==> config.mk <==
export PLATFORM = sky130hd
export DESIGN_NAME = inst_queue
export DESIGN_NICKNAME = d
export VERILOG_FILES = /design/src/rtl/inst_queue.sv
export SDC_FILE = /design/constraint.sdc
export NUM_CORES = 1
export LEC_CHECK = 0
export CAP_MARGIN = 25
export CORE_MARGIN = 5
export CORE_UTILIZATION = 50
export CTS_CLUSTER_SIZE = 40
export DETAILED_ROUTE_END_ITERATION = 7
export GPL_TIMING_DRIVEN = 0
export HOLD_SLACK_MARGIN = 0.1
export MAX_ROUTING_LAYER = met4
export PLACE_DENSITY_LB_ADDON = 0.3
export SYNTH_ARGS = -nofsm -noshare
export SYNTH_HDL_FRONTEND = slang
export SYNTH_SLANG_ARGS = --single-unit
==> constraint.sdc <==
create_clock -name clk_i -period 7.45 [get_ports clk_i]
set_input_delay 1.1175 -clock clk_i [delete_from_list [all_inputs] [get_ports clk_i]]
set_output_delay 1.1175 -clock clk_i [all_outputs]
set_load 0.02 [all_outputs]
==> src/rtl/inst_queue.sv <==
// Fetch-to-decode instruction buffer: circular FIFO of {pc, inst}
// with early stall, redirect flush and wrong-path drop window.
module inst_queue #(
  parameter int DEPTH    = 8,
  parameter int SKID     = 2,
  parameter int DROP_CYC = 2
) (
  input  logic                       clk_i,
  input  logic                       reset_ni,
  input  logic [31:0]                pc_i,
  input  logic [31:0]                inst_i,
  input  logic                       inst_valid_i,
  output logic                       stall_o,
  input  logic                       flush_i,
  output logic                       dq_valid_o,
  input  logic                       dq_ready_i,
  output logic [31:0]                dq_pc_o,
  output logic [31:0]                dq_inst_o,
  output logic [$clog2(DEPTH+1)-1:0] count_o,
  output logic                       overflow_o
);

  localparam int AW = $clog2(DEPTH);
  localparam int CW = $clog2(DEPTH+1);
  localparam int DW = $clog2(DROP_CYC+1);

  logic [AW-1:0] wr_ptr;
  logic [AW-1:0] rd_ptr;
  logic [CW-1:0] count_q;
  logic [DW-1:0] drop_q;
  logic          ovf_q;
  logic [63:0]   mem [DEPTH];
  logic [63:0]   head;

  logic full;
  logic dropping;
  logic enq;
  logic deq;
  logic lost;

  assign full     = (count_q == CW'(DEPTH));
  assign dropping = (drop_q != '0);

  assign dq_valid_o = (count_q != '0);
  assign deq = dq_valid_o & dq_ready_i & ~flush_i;
  assign enq = inst_valid_i & ~dropping
             & ~flush_i & (~full | deq);

  // valid input lost to a full queue: SKID undersized
  assign lost = inst_valid_i & ~dropping
              & ~flush_i & full & ~deq;

  assign stall_o = (count_q >= CW'(DEPTH-SKID))
                 | flush_i;

  assign head      = mem[rd_ptr];
  assign dq_pc_o   = dq_valid_o ? head[63:32] : '0;
  assign dq_inst_o = dq_valid_o ? head[31:0]  : '0;

  assign count_o    = count_q;
  assign overflow_o = ovf_q;

  always_ff @(posedge clk_i) begin
    if (enq) mem[wr_ptr] <= {pc_i, inst_i};
  end

  always_ff @(posedge clk_i or negedge reset_ni) begin
    if (!reset_ni) begin
      wr_ptr  <= '0;
      rd_ptr  <= '0;
      count_q <= '0;
      drop_q  <= '0;
      ovf_q   <= 1'b0;
    end else if (flush_i) begin
      wr_ptr  <= '0;
      rd_ptr  <= '0;
      count_q <= '0;
      drop_q  <= DW'(DROP_CYC);
    end else begin
      if (enq) wr_ptr <= wr_ptr + AW'(1);
      if (deq) rd_ptr <= rd_ptr + AW'(1);
      unique case (1'b1)
        (enq & ~deq): count_q <= count_q + CW'(1);
        (deq & ~enq): count_q <= count_q - CW'(1);
        default:      count_q <= count_q;
      endcase
      if (dropping) drop_q <= drop_q - DW'(1);
      if (lost) ovf_q <= 1'b1;
    end
  end

endmodule

* Yosys cells after proc, flatten, opt, wreduce, memory -nomap -nowiden
Memories as Yosys holds them, arrays and structs flattened. Index checks and enable logic that the tools add are counted.
Cells by class: equal/unequal tests 1, multiplexer cells 12, reduce and logical (&&, ||, !) cells 7, bitwise logic cells 16, div/mod/pow operators 0, add/subtract/negate cells 5, multiply operators 0, magnitude comparators 1, shift-type cells 0
Operator list (count):
- $mux 32 | 2
- $mux 3 | 4
- $and 1x1->1 | 9
- $pmux 4 s2 | 1
- $reduce_bool 2->1 | 4
- $add 3x1->3 const B | 2
- $not 1->1 | 5
- $add 4x1->4 const B | 1
- $eq 4x4->1 const B | 1
- $ge 4x3->1 const B | 1
- $mux 2 | 2
- $mux 4 | 1
- $reduce_bool 4->1 | 1
- $sub 4x1->4 const B | 1
- $reduce_bool 3->1 | 1
- $mux 1 | 2
- $or 1x1->1 | 2
- $reduce_and 2->1 | 1
- $sub 2x1->2 const B | 1
Word-level totals: word-level logic and storage cells 48, output and inout bits 71, memory bits (writable) 512, flip-flop bits (word level) 13, memories kept 1, bits in latches 0, input bits 69, ROM bits 0
Memory list:
- mem | words 8, bits a word 64, rd ports 1, clocked after memory_dff 0, wr ports 1, RTL line 32 | logic [63:0] mem [DEPTH];

* Longest topological paths before layout
Gate-level depths: netlist of the first run.
word-level depth 9, gate-level depth with buffers 10, mapped depth without buffers 10

* Worst setup path before layout of the first run
No wires, ideal clock.
path kind input to register, start input port inst_valid_i, end memory mem[0][0] (enable), stages on the path 4, setup time 0.565 ns, arrival time 6.302 ns, setup slack 0.584 ns, path buffers 0, required time 6.885 ns, cell sequence nand2_1 > a311oi_1 > nand2b_1 > nor3_1
On the way: word-level cells in the longest chain between the ends 5
Ends and longest elaborated chain:
- start, declared | RTL line 12 | input logic inst_valid_i,
- $and 1x1->1 | RTL line 46 | assign enq = inst_valid_i & ~dropping
- $and 1x1->1 (2 in a row) | RTL line 47 | & ~flush_i & (~full | deq);
- $mux 1 | RTL line 64 | if (enq) mem[wr_ptr] <= {pc_i, inst_i};
- $mux 1 (implied by the code) | RTL line 64
- end, declared | RTL line 32
Every way passes these cells.

* Worst setup path in the final report of the first run
start register count_q[1], in the netlist count_o[1], end output port dq_inst_o[9]
On the way: word-level cells in the longest chain between the ends 2
Ends and longest elaborated chain:
- start, declared | RTL line 29 | logic [CW-1:0] count_q;
- start signal, assigned | RTL line 83 | (enq & ~deq): count_q <= count_q + CW'(1);
- start signal, assigned | RTL line 84 | (deq & ~enq): count_q <= count_q - CW'(1);
- start signal, assigned | RTL line 85 | default: count_q <= count_q;
- $reduce_bool 4->1 | RTL line 44 | assign dq_valid_o = (count_q != '0);
- $mux 32 | RTL line 58 | assign dq_inst_o = dq_valid_o ? head[31:0] : '0;
- end, declared | RTL line 18 | output logic [31:0] dq_inst_o,
Every way passes these cells.

==> results of run 1 <==
[metal layers]
layer	track usage (%)	wire (um)	vias up
met3	4.13	2410	59
met4	3.93	637	0
met1	27.2	17700	4954
met2	29.1	19700	263
met5	-	0	-
li1	-	-	4156
[metrics by stage]
step           hold WS (ns)  setup TNS (ns)  power, mW
2_1_floorplan         0.505               0       4.18
3_3_place_gp          0.460        -1026.38       4.70
3_5_place_dp          0.472               0       4.71
4_1_cts               0.487               0       7.07
5_1_grt               0.506               0       7.27
6_report              0.486               0       6.98
[final cells by class]
cell class	instances	area (um2)	area share [%]
Antenna cell	4	10.0	0.0413
Buffer	44	188	0.775
Clock buffer	68	1380	5.71
Clock inverter	23	125	0.516
Inverter	4	15.0	0.0620
Multi-Input combinational cell	320	4270	17.6
Sequential cell	525	15700	64.8
Tap cell	525	657	2.71
Timing Repair Buffer	169	1880	7.75
[worst min path at each step]
stage | startpoint | endpoint | slack, ns
floorplan | drop_q[0]$_DFFE_PN0P_ | drop_q[0]$_DFFE_PN0P_ | 0.50
global placement | overflow_o$_DFFE_PN0P_ | overflow_o$_DFFE_PN0P_ | 0.46
detailed placement | overflow_o$_DFFE_PN0P_ | overflow_o$_DFFE_PN0P_ | 0.47
CTS | overflow_o$_DFFE_PN0P_ | overflow_o$_DFFE_PN0P_ | 0.49
global route | overflow_o$_DFFE_PN0P_ | overflow_o$_DFFE_PN0P_ | 0.51
finish | overflow_o$_DFFE_PN0P_ | overflow_o$_DFFE_PN0P_ | 0.49
[report_power, final]
part | leakage (nW) | switching, mW | total (mW) | internal (mW)
clock network | 0.743 | 1.03 | 2.36 | 1.33
registers | 4.78 | 0.0197 | 3.30 | 3.28
logic | 1.95 | 0.686 | 1.31 | 0.629
[state kept, by name, indices dropped and copies added, names as in the netlist]
signal	count
wr_ptr	3
overflow_o	1
rd_ptr	3
count_o	4
mem	512
drop_q	2
[synthesized netlist by cell type]
master and instances:
o21ai_0 2, nand2_1 5, nand3_1 1, a41o_1 1, o31ai_2 1, xor2_1 6, edfxtp_1 512, buf_6 1
nand2b_1 5, a21oi_1 2, mux2_4 1, clkbuf_1 24, a31oi_1 2, buf_1 7, or2_2 1, dfrtp_1 13
nor3b_2 1, buf_2 12, xnor2_1 1, nor3_1 3, inv_1 4, mux4_2 128, mux2i_1 69, ha_1 5
nor4_1 1, or3_1 1, a211o_2 1, nor2_1 81, o41ai_4 1, a311oi_1 1
[cell families after synthesis]
group,Yosys count,synth area share [%]
mux,198,17.8
xor+xnor,7,0.305
flops,525,78.0
simple gates,99,2.01
fa+ha+maj,5,0.311
compound gates,11,0.504
buf+inv,48,1.01
==> results.toml, run 1 <==
[yosys]
ys_top_cells_by_area = "edfxtp_1 76%, mux4_2 14%, mux2i_1 3.4%, dfrtp_1 1.6%, nor2_1 1.5%"
netlist.area_leader.share_pct = 76.4
avgSynthCellArea_um2 = 22.5
yosys.area.top_type = "edfxtp_1"
ys_ff_latch = 525
seq_area_frac_synth_pct = 78.0
synth_warnings = 0
synth_cells = 893
synth_cell_type_count = 30
syn_area_mm2 = 0.0201
synth_nets = 967

[worst_setup_path]
rr_endpoint = "mem[0][58]$_DFFE_PP_"
ff2ff_setup_slack_ns = 4.05
worstSetupStartpoint = "count_o[1]$_DFFE_PN0P_"
max_stage_delay_ns = 0.76
endpoint = "dq_inst_o[9]"
crit_top_cell = "clkbuf_1"
crit_path_cell_trace = "buf_6 -> nor4_1 -> clkbuf_1 -> clkbuf_1 -> nor2_1 -> clkdlybuf4s50_1"
worst_path_dominant_cell_family = "buffers and inverters"
crit_buf_inv = 4
rr_startpoint = "drop_q[0]$_DFFE_PN0P_"
required_ns = 6.33
cp_num_cells = 6
crit_fanout = 10
crit_type = "flop to primary output"
rr_worst_depth = 9
end_kind = "primary output"
crit_arrival_ns = 3.75
startpoint_type = "flop"
slowest_stage = "clkbuf_1"

[timing]
finClkSkew_ns = 0.0162
setup_viol = 0
worst_slack_ns = 2.59
fin_crit_sh_pct = 65.3
slew_viol_final = 0
worst_pin_slew_ns = 0.984
fmax_ghz = 0.206
rsz0062_at_grt = "no"
layout_min_cycle_time_ns = 4.86
slew_headroom_pct = 34.4
hold_viol = 0

[clock_network]
cts_root_buf = "clkbuf_16"
cts.path.max_buffers = 3
clkLatencyLatePin_ns = 0.58
postCtsSetupBuffers = 0
post_cts_resized = 0
cts_tree = "built"
clkTransAtPathRegs_ns = 0.06
clock_sinks = 525
ctsHtreeMaxLevel = 2
cts_hold_buf = 0
cts_buffers = 51

[detailed_routing]
vias = 9432
first_pass_iters = 6
route.detailed.drc = 0
wl_um = 40500
wl_per_cell_um = 24.1
viasPerCell = 5.61
drt_iter0_markers = 736
antenna_left = 0

[finish]
instances_no_fill = 1682
drive_gt1_share_pct = 21.6
design_area_mm2 = 0.0242
fillers = 2808
final_common_cell = "edfxtp_1"
utilization_pct = 61.0
area_delta_synth_final_pct = 20.4
layout_common_cells = "512 x edfxtp_1, 139 x clkdlybuf4s50_1, 128 x mux4_2, 75 x nor2_1, 69 x mux2i_1"
final_nets = 1189

[floorplanning]
start_util_pct = 50.6
rows = 73
die_y_um = 211
core_mm2 = 0.0397
pin_count = 140
fp.dieW_um = 211
dieArea_mm2 = 0.0444

[grt]
grt_pass1_wl_um = 61700
grt_overflow = 0
grt_pass1_vias = 9793
grt_max_degree = 26
grt_usage_pct = 19.1
antenna_found_initial = 4

[place]
place_area_mm2 = 0.0227
port_buffers = 139
place_inst = 1587
gp_congestion = 0.715
post-place-ws_ns = 2.98
dp_hpwl_um = 26000

[power_and_ir_drop]
power_density_mw_per_mm2 = 288
vdd_drop_max_v = 0.000173
leakagePower_nw = 7.47

[worst_hold_path]
hp-class = "flop to flop"
hold_depth = 1

[run]
maxCapViolCount = 0

[run_status]
outcome = "finished clean"
No activity file was read; power rests on OpenSTA's default activity.
==> inputs of run 2 (changes only) <==
Clock period 7.45 ns to 4 ns, I/O delays scaled along.
==> run 2 against run 1 <==
Register-to-register slack got worse by 3.4 ns. Via count about the same. Sequential share of layout area decreased by 0.44 points. Sequential power increased by 86%. Clock skew decreased by 0.0014 ns. Routed wire length decreased by 0.78%. Clock-buffer cell count decreased by 3. Non-clock buffer count decreased by 5. Clock power increased by 91%.
==> results.toml, run 2 (synthesized netlist as in run 1, its figures left out) <==
[run_status]
outcome = "finished clean"

[worst_setup_path]
rr_worst_depth = 8
end_kind = "primary output"
rr_startpoint = "drop_q[0]$_DFFE_PN0P_"
startpoint_type = "flop"
crit_type = "flop to primary output"
crit_fanout = 10
ff2ff_setup_slack_ns = 0.67
rr_endpoint = "mem[0][4]$_DFFE_PP_"
required_ns = 3.40
crit_arrival_ns = 3.25

[place]
port_buffers = 139
place_inst = 1583
gp_congestion = 0.706
dp_hpwl_um = 25700

[detailed_routing]
vias = 9428
dr_wl_met2_um = 20000
route.detailed.drc = 0
antenna_left = 0
first_pass_iters = 5
wl_met3_um = 2420
wl_met1_um = 17000
wl_um = 40200
viasPerCell = 5.64
drt_iter0_markers = 712
top_layer = "met4"
wl_per_cell_um = 24.0

[finish]
final_nets = 1185
final_common_cell = "edfxtp_1"
fillers = 2778
regMostFlops = "mem"
layout_common_cells = "512 x edfxtp_1, 139 x clkdlybuf4s50_1, 128 x mux4_2, 75 x nor2_1, 69 x mux2i_1"
instances_no_fill = 1673
utilization_pct = 61.4
drive_gt1_share_pct = 22.7
area_delta_synth_final_pct = 21.2
largest_register_ffs = 512

[floorplanning]
fp.dieW_um = 211
die_y_um = 211
dieArea_mm2 = 0.0444
rows = 73
pin_count = 140
start_util_pct = 50.6
core_mm2 = 0.0397

[clock_network]
clock_sinks = 525
clkTransAtPathRegs_ns = 0.06
ctsHtreeMaxLevel = 2
cts_tree = "built"
clkLatencyLatePin_ns = 0.56
cts.path.max_buffers = 3
cts_buffers = 52
cts_root_buf = "clkbuf_16"

[timing]
slew_headroom_pct = 39.1
fin_crit_sh_pct = 96.1
worst_pin_slew_ns = 0.913
finClkSkew_ns = 0.0148
hold_slack_ns = 0.445
fin_tns_setup_ns = 0
slew_viol_final = 0
rsz0062_at_grt = "no"
fmax_ghz = 0.260
layout_min_cycle_time_ns = 3.85
setup_viol = 0
hold_viol = 0

[power_and_ir_drop]
power_density_mw_per_mm2 = 538
leakagePower_nw = 7.53
vdd_drop_max_v = 0.000362
total_power_mw = 13.1

[run]
maxCapViolCount = 0

[grt]
grt_usage_pct = 18.7
grt_overflow = 0
grt_pass1_vias = 9800
grt_max_degree = 26
grt_pass1_wl_um = 60500
antenna_found_initial = 4

[worst_hold_path]
hp-class = "primary input to asynchronous set/reset pin"
run 2: cell types whose count changed in the layout (fill, tap and decap cells not counted), sizes merged:
cell	change
clkinvlp	+1
inv	+2
clkinv	-6
buf	-8
bufinv	+2
run 2: final cells by class:
class	instances	area [um2]	share of cell area, %
Sequential cell	525	15700	64.4
Multi-Input combinational cell	320	4290	17.6
Timing Repair Buffer	165	1960	8.03
Clock buffer	65	1370	5.62
Tap cell	525	657	2.69
Buffer	43	206	0.846
Clock inverter	22	189	0.774
Inverter	4	15.0	0.0615
Antenna cell	4	10.0	0.0410
run 2: critical path: stages, from the launching register on:
cell             delay (ns)
dfrtp_1                0.42
clkbuf_2               0.37
clkbuf_1               0.63
mux4_2                 0.41
mux2i_1                0.24
nor2_1                 0.07
clkdlybuf4s50_1        0.55
run 2: worst max-delay path by stage:
| stage | start | end | slack, ns | depth (start not counted) |
|---|---|---|---|---|
| finish | rd_ptr[1]$_DFFE_PN0P_ | dq_inst_o[23] | 0.15 | 6 |
| floorplan | drop_q[0]$_DFFE_PN0P_ | mem[4][0]$_DFFE_PP_ | -0.69 | 6 |
| global route | rd_ptr[0]$_DFFE_PN0P_ | dq_inst_o[8] | 0.008 | 6 |
| detailed placement | dq_ready_i | mem[0][2]$_DFFE_PP_ | 0.14 | 7 |
| CTS | rd_ptr[1]$_DFFE_PN0P_ | dq_pc_o[31] | 0.04 | 6 |
| global placement | dq_ready_i | mem[6][2]$_DFFE_PP_ | -4.27 | 5 |
run 2: timing repair:
item,in CTS,in global routing
resized for setup,6,15
endpoints found under the setup margin,64,23
setup buffers,0,0
hold buffers,0,0
run 2: power breakdown:
group | internal (mW) | switching [mW]
Clock | 2.60 | 1.90
Combinational | 1.20 | 1.29
Sequential | 6.11 | 0.0358
run 2: stage by stage:
step                      area [um2]  setup WS [ns]
after floorplan                20100         -0.687
after global placement         22200          -4.27
after detailed placement       22800          0.139
after CTS                      24400         0.0408
after global routing           24400        0.00844
final                          24400          0.154
run 2: layer usage:
metal,GRT usage (%),vias up
met1,25.5,4951
met4,4.20,0
met3,3.62,56
li1,-,4160
met2,30.0,261
met5,-,-
==> inputs of run 3 (changes only) <==
Settings changed: MAX_ROUTING_LAYER met4 to unset, PLACE_DENSITY set to 0.72, PLACE_DENSITY_LB_ADDON 0.3 to unset, SETUP_SLACK_MARGIN set to 0.4.
==> run 3 against run 2 <==
Critical path depth grew 2. Critical endpoint is now mem[2][0]$_DFFE_PP_. Largest cell class unchanged. Global-route usage down 0.18 points. Flip-flop and latch count is the same. Maximum frequency rose by 9.8%. Register-to-register slack lost 0.17 ns. Highest routed layer is now met5.
==> results.toml, run 3 (synthesized netlist as in run 1, its figures left out) <==
[place]
port_buffers = 139
gp_congestion = 0.722
dp_hpwl_um = 26000
post-place-ws_ns = -0.0525

[floorplanning]
die_y_um = 211
start_util_pct = 50.6
dieArea_mm2 = 0.0444
core_mm2 = 0.0397
pin_count = 140
fp.dieW_um = 211
rows = 73

[grt]
grt.busiest_layer = "met2"
grt_pass1_wl_um = 61700
grt_use_met1_pct = 25.3
antenna_found_initial = 4
grt_usage_pct = 18.5
grt_max_degree = 27
grt_overflow = 0
grtUsageMet2_pct = 31.4
grt_pass1_vias = 10000
grt_util_met3_pct = 3.80

[clock_network]
cts_tree = "built"
cts_root_buf = "clkbuf_16"
cts.path.max_buffers = 3
cts_hold_buf = 0
clock_sinks = 525
cts_buffers = 52
clkLatencyLatePin_ns = 0.57
clkTransAtPathRegs_ns = 0.06
ctsHtreeMaxLevel = 2

[worst_hold_path]
hp-class = "primary input to asynchronous set/reset pin"

[worst_setup_path]
startpoint_type = "flop"
crit_type = "flop to flop"
required_ns = 4.25
crit_top_cell = "buf_12"
crit_arrival_ns = 3.76
crit_fanout = 24
end_kind = "flop"
max_stage_delay_ns = 0.76
crit_path_cell_trace = "inv_1 -> ha_1 -> nand2_1 -> a311oi_1 -> nand2b_1 -> nor2_4 -> buf_12 -> buf_12"
slowest_stage = "nor2_4"

[finish]
antenna_cells = 0
largest_register_ffs = 512
layout_common_cells = "512 x edfxtp_1, 139 x clkdlybuf4s50_1, 128 x mux4_2, 75 x nor2_1, 67 x mux2i_1"
drive_gt1_share_pct = 24.4
final_common_cell = "edfxtp_1"
final_nets = 1190
utilization_pct = 62.0
area_delta_synth_final_pct = 22.5
fillers = 2763
regMostFlops = "mem"

[power_and_ir_drop]
vdd_drop_max_v = 0.000295
intPower_mw = 10.1
power_density_mw_per_mm2 = 541
total_power_mw = 13.3
pwr-share-comb_pct = 19.4
pwr-share-seq_pct = 46.1
leakagePower_nw = 7.66
clkPwrFrac_pct = 34.5
switchingPower_mw = 3.25
p_sw_share_pct = 24.4

[detailed_routing]
route.detailed.drc = 0
first_pass_iters = 5
drt_iter0_markers = 611
antenna_left = 0
wl_per_cell_um = 23.9
wl_um = 40300
viasPerCell = 5.58
vias = 9388

[timing]
worst_slack_ns = 0.497
hold_viol = 0
worst_pin_slew_ns = 0.956
rsz0062_at_grt = "yes"
fmax_ghz = 0.285
finClkSkew_ns = 0.0105
fin_crit_sh_pct = 87.6
slew_headroom_pct = 36.1
setup_viol = 0
fin_tns_setup_ns = 0
layout_min_cycle_time_ns = 3.50
slew_viol_final = 0

[run]
maxCapViolCount = 0

[run_status]
outcome = "finished clean"
==> run 3: cell count changes in the layout (fill, tap and decap cells not counted), moves of 3 or more <==
cell,previous run,this run
buf_1,5,0
diode_2,4,0
buf_12,13,10
buf_6,1,12
clkinv_1,8,17
buf_2,10,2
buf_4,0,6
clkbuf_4,3,11
clkbuf_1,25,16
==> run 3: power by group through the flow <==
stage / Clock, mW / Sequential (mW) / Combinational (mW)
after CTS: 4.70 / 6.15 / 2.62
after global placement: 0 / 6.27 / 2.46
after floorplan: 0 / 6.27 / 1.51
after detailed placement: 0 / 6.26 / 2.53
after global routing: 4.94 / 6.16 / 2.79
final: 4.59 / 6.15 / 2.59
==> run 3: path summary, 6_finish.rpt <==
kind / depth (start not counted) / slack [ns] / from / endpoint
setup / recovery: 8 / 0.50 / drop_q[0]$_DFFE_PN0P_ / mem[2][0]$_DFFE_PP_
hold reg to reg: 1 / 0.47 / overflow_o$_DFFE_PN0P_ / overflow_o$_DFFE_PN0P_
setup reg to reg: 8 / 0.50 / drop_q[0]$_DFFE_PN0P_ / mem[2][0]$_DFFE_PP_
hold / removal: 1 / 0.42 / reset_ni / wr_ptr[1]$_DFFE_PN0P_
max in group asynchronous: 1 / 3.16 / reset_ni / rd_ptr[0]$_DFFE_PN0P_
min in group clk_i: 1 / 0.47 / overflow_o$_DFFE_PN0P_ / overflow_o$_DFFE_PN0P_
==> run 3: worst max-delay path, delay by kind of cell (launching register included) <==
| family | cells | cell delay, ns |
|---|---|---|
| AO/OA/AOI/OAI | 1 | 0.64 |
| adder cells (fa/ha/maj) | 1 | 0.21 |
| buffers and inverters | 3 | 0.56 |
| flip-flops | 1 | 0.39 |
| AND/OR/NAND/NOR | 3 | 1.35 |
==> run 3: per-stage QoR <==
step / hold slack [ns] / area (um2) / cells
after floorplan: 0.304 / 20200 / 893
after global placement: 0.452 / 22200 / 1557
after detailed placement: 0.465 / 22800 / 1582
after CTS: 0.401 / 24600 / 1678
after global routing: 0.443 / 24600 / 1683
final: 0.415 / 24600 / 1683
==> run 3: cell type report <==
class / count / area, um2 / area share, %
tap: 525 / 657 / 2.67
sequential: 525 / 15700 / 63.7
timing repair buffer: 169 / 1990 / 8.08
multi-input combinational: 320 / 4310 / 17.5
buffer: 44 / 358 / 1.45
clock inverter: 31 / 240 / 0.975
clock buffer: 65 / 1370 / 5.56
inverter: 4 / 15.0 / 0.0609
==> run 3: timing repair <==
action	in CTS	in global routing
endpoints found under the setup margin	64	136
pin swaps	0	1
resized for setup	57	26
buffers inserted	0	5
==> run 3: layer usage <==
layer  routed length, um  up-vias  part of all wire, %
met2               20700      203                   51
met1               17000     4946                   42
met5                  34        -                0.084
li1                    -     4176                    -
met4                 641        6                  1.6
met3                1930       57                  4.8
